## src/rtl/sat_counter_pkg.sv

```systemverilog
// Shared definitions for the saturating/wrapping threshold counter.
// Holds the per-channel mode encoding and the parameter legality check.
package sat_counter_pkg;

    typedef enum logic {
        MODE_SATURATE = 1'b0,
        MODE_WRAP     = 1'b1
    } count_mode_e;

    // LIMIT must be reachable in WIDTH bits and non-zero; CHANNELS must be at least one.
    function automatic bit params_legal(input int channels, input int width, input int limit);
        params_legal = (channels >= 1) && (width >= 2) && (limit >= 1) &&
                       (limit <= ((1 << width) - 1));
    endfunction

endpackage

```

## src/rtl/sat_counter_channel.sv

```systemverilog
// One counter channel: clear/advance/saturate-or-wrap, compare flags and a
// registered terminal-event pulse.
module sat_counter_channel
    import sat_counter_pkg::*;
#(
    parameter int WIDTH = 3,
    parameter int LIMIT = 7
) (
    input  logic             clock,
    input  logic             clear_n,
    input  logic             advance,
    input  logic             sync_clear,
    input  logic             mode,
    input  logic [WIDTH-1:0] threshold,
    output logic [WIDTH-1:0] count,
    output logic             above,
    output logic             at_limit,
    output logic             done_pulse
);

    localparam logic [WIDTH-1:0] LIMIT_V = LIMIT[WIDTH-1:0];
    localparam logic [WIDTH-1:0] ONE_V   = {{(WIDTH-1){1'b0}}, 1'b1};

    logic [WIDTH-1:0] count_r;
    logic [WIDTH-1:0] count_next_s;
    logic             done_r;
    logic             done_next_s;

    // Next count and terminal-event detection; clear wins over any advance.
    always_comb begin
        count_next_s = count_r;
        done_next_s  = 1'b0;
        if (sync_clear) begin
            count_next_s = {WIDTH{1'b0}};
        end else if (advance) begin
            if (count_r < LIMIT_V) begin
                count_next_s = count_r + ONE_V;
                done_next_s  = (count_r == (LIMIT_V - ONE_V));
            end else if (mode == MODE_WRAP) begin
                count_next_s = {WIDTH{1'b0}};
                done_next_s  = 1'b1;
            end else begin
                count_next_s = count_r;
            end
        end else begin
            count_next_s = count_r;
        end
    end

    // Count and pulse registers with asynchronous clear.
    always_ff @(posedge clock or negedge clear_n) begin
        if (!clear_n) begin
            count_r <= {WIDTH{1'b0}};
            done_r  <= 1'b0;
        end else begin
            count_r <= count_next_s;
            done_r  <= done_next_s;
        end
    end

    assign count      = count_r;
    assign done_pulse = done_r;
    assign above      = (count_r >= threshold);
    assign at_limit   = (count_r == LIMIT_V);

endmodule

```

## src/rtl/sat_threshold_counter.sv

```systemverilog
// Multi-channel saturating/wrapping counter with a shared advance strobe
// and a shared compare threshold.
module sat_threshold_counter
    import sat_counter_pkg::*;
#(
    parameter int CHANNELS = 2,
    parameter int WIDTH    = 3,
    parameter int LIMIT    = 7
) (
    input  logic                      clock,
    input  logic                      clear_n,
    input  logic                      tick,
    input  logic [CHANNELS-1:0]       enable,
    input  logic [CHANNELS-1:0]       sync_clear,
    input  logic [CHANNELS-1:0]       mode,
    input  logic [WIDTH-1:0]          threshold,
    output logic [CHANNELS*WIDTH-1:0] count,
    output logic [CHANNELS-1:0]       above,
    output logic [CHANNELS-1:0]       at_limit,
    output logic [CHANNELS-1:0]       done_pulse
);

    if (!params_legal(CHANNELS, WIDTH, LIMIT)) begin : g_bad_params
        $error("sat_threshold_counter: illegal CHANNELS/WIDTH/LIMIT combination");
    end

    logic [CHANNELS-1:0] advance_s;

    assign advance_s = {CHANNELS{tick}} & enable & ~sync_clear;

    for (genvar i = 0; i < CHANNELS; i++) begin : g_channel
        sat_counter_channel #(
            .WIDTH (WIDTH),
            .LIMIT (LIMIT)
        ) u_channel (
            .clock      (clock),
            .clear_n    (clear_n),
            .advance    (advance_s[i]),
            .sync_clear (sync_clear[i]),
            .mode       (mode[i]),
            .threshold  (threshold),
            .count      (count[i*WIDTH +: WIDTH]),
            .above      (above[i]),
            .at_limit   (at_limit[i]),
            .done_pulse (done_pulse[i])
        );
    end

endmodule

```

## config.mk

```make
export PLATFORM = sky130hd
export DESIGN_NAME = sat_threshold_counter
export DESIGN_NICKNAME = d
export VERILOG_FILES = /design/src/rtl/sat_counter_pkg.sv /design/src/rtl/sat_counter_channel.sv /design/src/rtl/sat_threshold_counter.sv
export SDC_FILE = /design/constraint.sdc
export NUM_CORES = 1
export LEC_CHECK = 0
export ABC_AREA = 1
export CAP_MARGIN = 15
export CORE_UTILIZATION = 39
export DETAILED_ROUTE_END_ITERATION = 6
export PLACE_DENSITY = 0.74
export RECOVER_POWER = 100
export REMOVE_ABC_BUFFERS = 1
export SLEW_MARGIN = 20
export SYNTH_ARGS = -nofsm -noshare
export SYNTH_HDL_FRONTEND = slang
export SYNTH_SLANG_ARGS = --single-unit
```

## constraint.sdc

```tcl
create_clock -name clock -period 1.4 [get_ports clock]
set_input_delay 0.28 -clock clock [delete_from_list [all_inputs] [get_ports clock]]
set_output_delay 0.28 -clock clock [all_outputs]
set_load 0.01 [all_outputs]
```

After elaboration in Yosys (flattened, before gate mapping)
Index checks and enable logic that the tools add are counted.
{"block": "classes", "mul": 0, "n_addsub": 2, "n_bitwise": 3, "mux": 16, "shifts": 0, "n_eq_ne": 4, "n_lt_le_gt_ge": 4, "div_mod_pow": 0, "n_reduce_logical": 6}
{"operator": "$mux W3", "n": 8}
{"operator": "$eq A3 B3 Y1 const B", "n": 4}
{"operator": "$mux W1", "n": 8}
{"operator": "$add A3 B1 Y3 const B", "n": 2}
{"operator": "$ge A3 B3 Y1", "n": 2}
{"operator": "$lt A3 B3 Y1 const B", "n": 2}
{"operator": "$reduce_bool A3 Y1", "n": 2}
{"operator": "$and A2 B2 Y2", "n": 2}
{"operator": "$reduce_and A2 Y1", "n": 2}
{"operator": "$reduce_bool A2 Y1", "n": 2}
{"operator": "$not A2 Y2", "n": 1}
{"block": "word_totals", "latch_bits": 0, "ramBits": 0, "mem_bits_ro": 0, "wordCells": 39, "mem_count": 0, "register_bits": 8, "out_inout_bits": 12, "inputBits": 12}

Longest topological paths before layout
{"block": "depth", "word_depth": 4, "ltp_mapped": 6, "mapped_depth_nobuf": 6}

Hierarchy
A second synthesis with hierarchy kept.
{"block": "unflattened", "cells_unflattened": 84, "area_unflattened_um2": 648.1}
{"mod": "sat_counter_channel", "seq_area_each_um2": 100.1, "area_each_um2": 314.1, "cells_each": 40, "n_inst": 2}
{"mod": "sat_threshold_counter", "seq_area_each_um2": 0.0, "area_each_um2": 20.0, "cells_each": 4, "n_inst": 1}

Least setup slack after synthesis
OpenSTA, ideal clock, no wires.
{"block": "synth_timing", "kind": "register to output", "start": "register g_channel[0].u_channel.count_r[2]", "end": "output above[0]", "required_time_ns": 1.120, "path_stages_with_launch": 5, "setup_slack_ns": -0.016, "path_buffers": 1, "arrival_ns": 1.136, "path_cell_list": "dfrtp_1 -> ha_1 -> a21oi_1 -> o211ai_1 -> buf_4"}
{"block": "synth_between", "elab_chain_cells": 1}
{"item": "start, declared", "line": "sat_counter_channel.sv:24", "source": "logic [WIDTH-1:0] count_r;"}
{"item": "start signal, assigned", "line": "sat_counter_channel.sv:53", "source": "count_r <= {WIDTH{1'b0}};"}
{"item": "start signal, assigned", "line": "sat_counter_channel.sv:56", "source": "count_r <= count_next_s;"}
{"item": "$ge A3 B3 Y1", "line": "sat_counter_channel.sv:63", "source": "assign above = (count_r >= threshold);"}
{"item": "end, declared", "line": "sat_threshold_counter.sv:18", "source": "output logic [CHANNELS-1:0] above,"}
No other way between the ends.

Final worst setup path
{"block": "layout_timing", "start": "input threshold[0]", "end": "output above[0]"}
{"block": "layout_between", "elab_chain_cells": 1}
{"item": "start, declared", "line": "sat_threshold_counter.sv:16", "source": "input logic [WIDTH-1:0] threshold,"}
{"item": "$ge A3 B3 Y1", "line": "sat_counter_channel.sv:63"}
No other way between the ends.

==> summary.txt <==
Status -> complete, but fails checks
Violations in the final reports -> design-rule violations, negative setup slack
Capture point of the worst reg-to-reg path -> g_channel[0].u_channel.count[2]
Share of the clock period used by the worst path -> 117%
Unrepaired setup endpoints after global routing -> yes
Count of buffers from port buffering -> 23
Filler Cell Count -> 115
Number of H-tree levels -> 1
Total GRT Usage -> 19.1%
Drt wl/cell -> 11.3 um
Ant. Diodes -> 0
Nature of the critical path startpoint -> input pin
Worst Reg2Reg Path Length in Cells -> 6
Max capacitance violation total -> 0
Number of CTS-inserted buffers -> 3
Instance area after placement -> 940 um2
Share of synthesized flip-flops with an asynchronous set or reset -> 100%
Number of violations reported at the end of detailed-routing iteration 0 -> 29
Minimum setup slack in the final design -> -0.233 ns
Ports -> 24
Worst EP required -> 1.12 ns
Top achievable clock speed -> 612 MHz
Largest net degree at the start of global routing -> 9
Clock Latency Late Sink -> 0.26 ns
Peak supply drop -> 0.000538 V
Post-route standard cell area excluding fillers -> 1080 um2
Number of hold buffers added after CTS -> 0
Number of setup violations in the final report -> 5
Worst rel slew slack -> 75.5%
Cell taking the most area after synthesis -> dfrtp_1
Number of nets in the final layout -> 151
Tmin final -> 1.63 ns
Transition time of the tightest slew-check pin -> 0.366 ns
Origin of the critical flop-to-flop path -> g_channel[0].u_channel.count[1]
Die footprint -> 1880 um2
Register-to-register setup slack -> 0.06 ns
Synthesized area divided by synthesized cell count -> 7.49 um2
Effective utilization at floorplan -> 42.8%
Clock-pin transition on the worst setup and hold timing paths -> 0.06 ns
Number of DRC violations after detailed routing -> 2
Count of yosys warnings during synthesis -> 0
TritonCTS Sinks -> 8
Placer's final routability congestion estimate -> 0.851
Fraction of layout instances using a drive strength above 1 -> 31.2%
Post-route clock skew -> 0.00511 ns
Detailed-router iteration count before antenna repair -> 6
Crit Path Class -> input pin to output port
Post-Route WL -> 1590 um
Via count of the first global-routing pass -> 671
Via count -> 710
Top-count cell post-synth -> nand2_1
Root buffer selected by CTS -> clkbuf_4
Maximum buffer depth of the clock tree -> 2
Post-synthesis sequential area ratio -> 30.0%
Die width -> 43.4 um
Post-synthesis sequential element count -> 8
CTS tree -> built
Aggregate global routing overflow -> 0
Post-route total power -> 0.000599 W
Distinct cell type count after synthesis -> 14
Power per cell area -> 552 nW/um2
Count of final max-slew check failures -> 0
Maximum fanout count along the critical path -> 2
Type of the most critical hold path -> input pin to async pin
Static leakage -> 0.581 nW
Yosys top cell area share -> 30.0%
Number of failing hold endpoints at the final stage -> 0
Wire length of the first global-routing pass -> 2730 um
ANT nets after route -> 0
Worst endpoint data arrival time -> 1.35 ns
Half-perimeter wire length of the detailed placement result -> 1140 um
Dominant cells by area after synthesis -> dfrtp_1 30%, ha_1 23%, nand2_1 17%
Cell area after synthesis -> 667 um2
Core area -> 1560 um2
Die height -> 43.4 um
Number of standard-cell rows in the floorplan -> 14
Number of standard cells after synthesis -> 89
Number of synthesized flops with an enable pin -> 0
Crit end category -> output port
Most numerous cell types in the synthesized netlist -> 30 x nand2_1, 12 x ha_1, 11 x inv_1
Via count normalized by instance count -> 5.04
Number of antenna violations at the first check in global routing -> 0
Main synth FF type -> dfrtp_1
Area overhead of the layout relative to synthesis -> 62.5%
## cell usage in the layout (no fill, tap or decap), drive strengths merged
cell type / netlist / layout
a21boi: 1 / 1
a21oi: 3 / 3
buf: 6 / 21
clkbuf: 0 / 5
clkdlybuf4s15: 0 / 1
clkdlybuf4s25: 0 / 2
clkdlybuf4s50: 0 / 7
dfrtp: 8 / 8
dlygate4sd2: 0 / 4
dlygate4sd3: 0 / 2
ha: 12 / 12
inv: 12 / 12
nand2: 31 / 31
nand3: 4 / 4
nand4: 4 / 4
nor2: 6 / 6
o211ai: 2 / 2
## repair_timing
item	CTS	global route
pin swaps	5	2
endpoints found under the setup margin	10	9
setup buffers	3	4
resized for setup	34	20
## kinds of logic after synthesis
family / after synthesis / synth area share [%]
AND/OR/NAND/NOR: 45 / 28.3
buffers and inverters: 18 / 13.5
AO/OA/AOI/OAI: 6 / 5.63
flip-flops: 8 / 30.0
adder cells (fa/ha/maj): 12 / 22.5
## sequential cells by signal, indices dropped and copies added (netlist names)
name	flops
g_channel.u_channel.count	6
g_channel.u_channel.done_pulse	2
## per-stage QoR
step | std cells | TNS [ns] | hold slack, ns | util, % | setup slack (ns)
6_report | 141 | -0.868 | 0.365 | 69.5 | -0.233
5_1_grt | 141 | -1.14 | 0.393 | 69.5 | -0.294
4_1_cts | 137 | -0.795 | 0.307 | 65.4 | -0.241
3_5_place_dp | 131 | -1.96 | 0.582 | 60.3 | -0.749
3_3_place_gp | 131 | -1.87 | 0.574 | 60.3 | -0.717
2_1_floorplan | 83 | 0 | -0.0156 | - | 0.0510
## worst max-delay path: stages
cell and delay, ns:
clkdlybuf4s50_1 0.54, ha_1 0.25, nand3_1 0.07, o211ai_1 0.08
buf_2 0.14
## power by group
group | internal [W] | switching (W)
logic | 0.0000958 | 0.0000793
registers | 0.000238 | 0.00000470
clock network | 0.0000984 | 0.0000826
total | 0.000432 | 0.000167
## worst max-delay path by stage
stage                                          startpoint  endpoint  slack, ns
after CTS                 g_channel[1].u_channel.count[1]  above[1]      -0.24
after detailed placement                     threshold[2]  above[1]      -0.75
after global placement                       threshold[2]  above[0]      -0.72
final                                        threshold[0]  above[0]      -0.23
after global routing      g_channel[0].u_channel.count[1]  above[0]      -0.29
after floorplan           g_channel[0].u_channel.count[2]  above[0]       0.05
## routing by layer
metal | up-vias | routed length, um | track usage (%)
met1 | 319 | 668 | 24.5
li1 | 358 | - | -
met4 | 0 | 12 | 4.38
met3 | 2 | 118 | 6.25
met2 | 31 | 790 | 31.5
met5 | - | 0 | 0
## final cells by class
type / instances / area (um2) / area share [%]
multi-input cells: 63 / 448 / 41.3
repair buffers: 39 / 345 / 31.9
flip-flops and latches: 8 / 200 / 18.5
inverters: 12 / 47.5 / 4.39
clock buffers: 3 / 22.5 / 2.08
well taps: 16 / 20.0 / 1.85
Note: power is estimated with default switching activity, not from simulation.
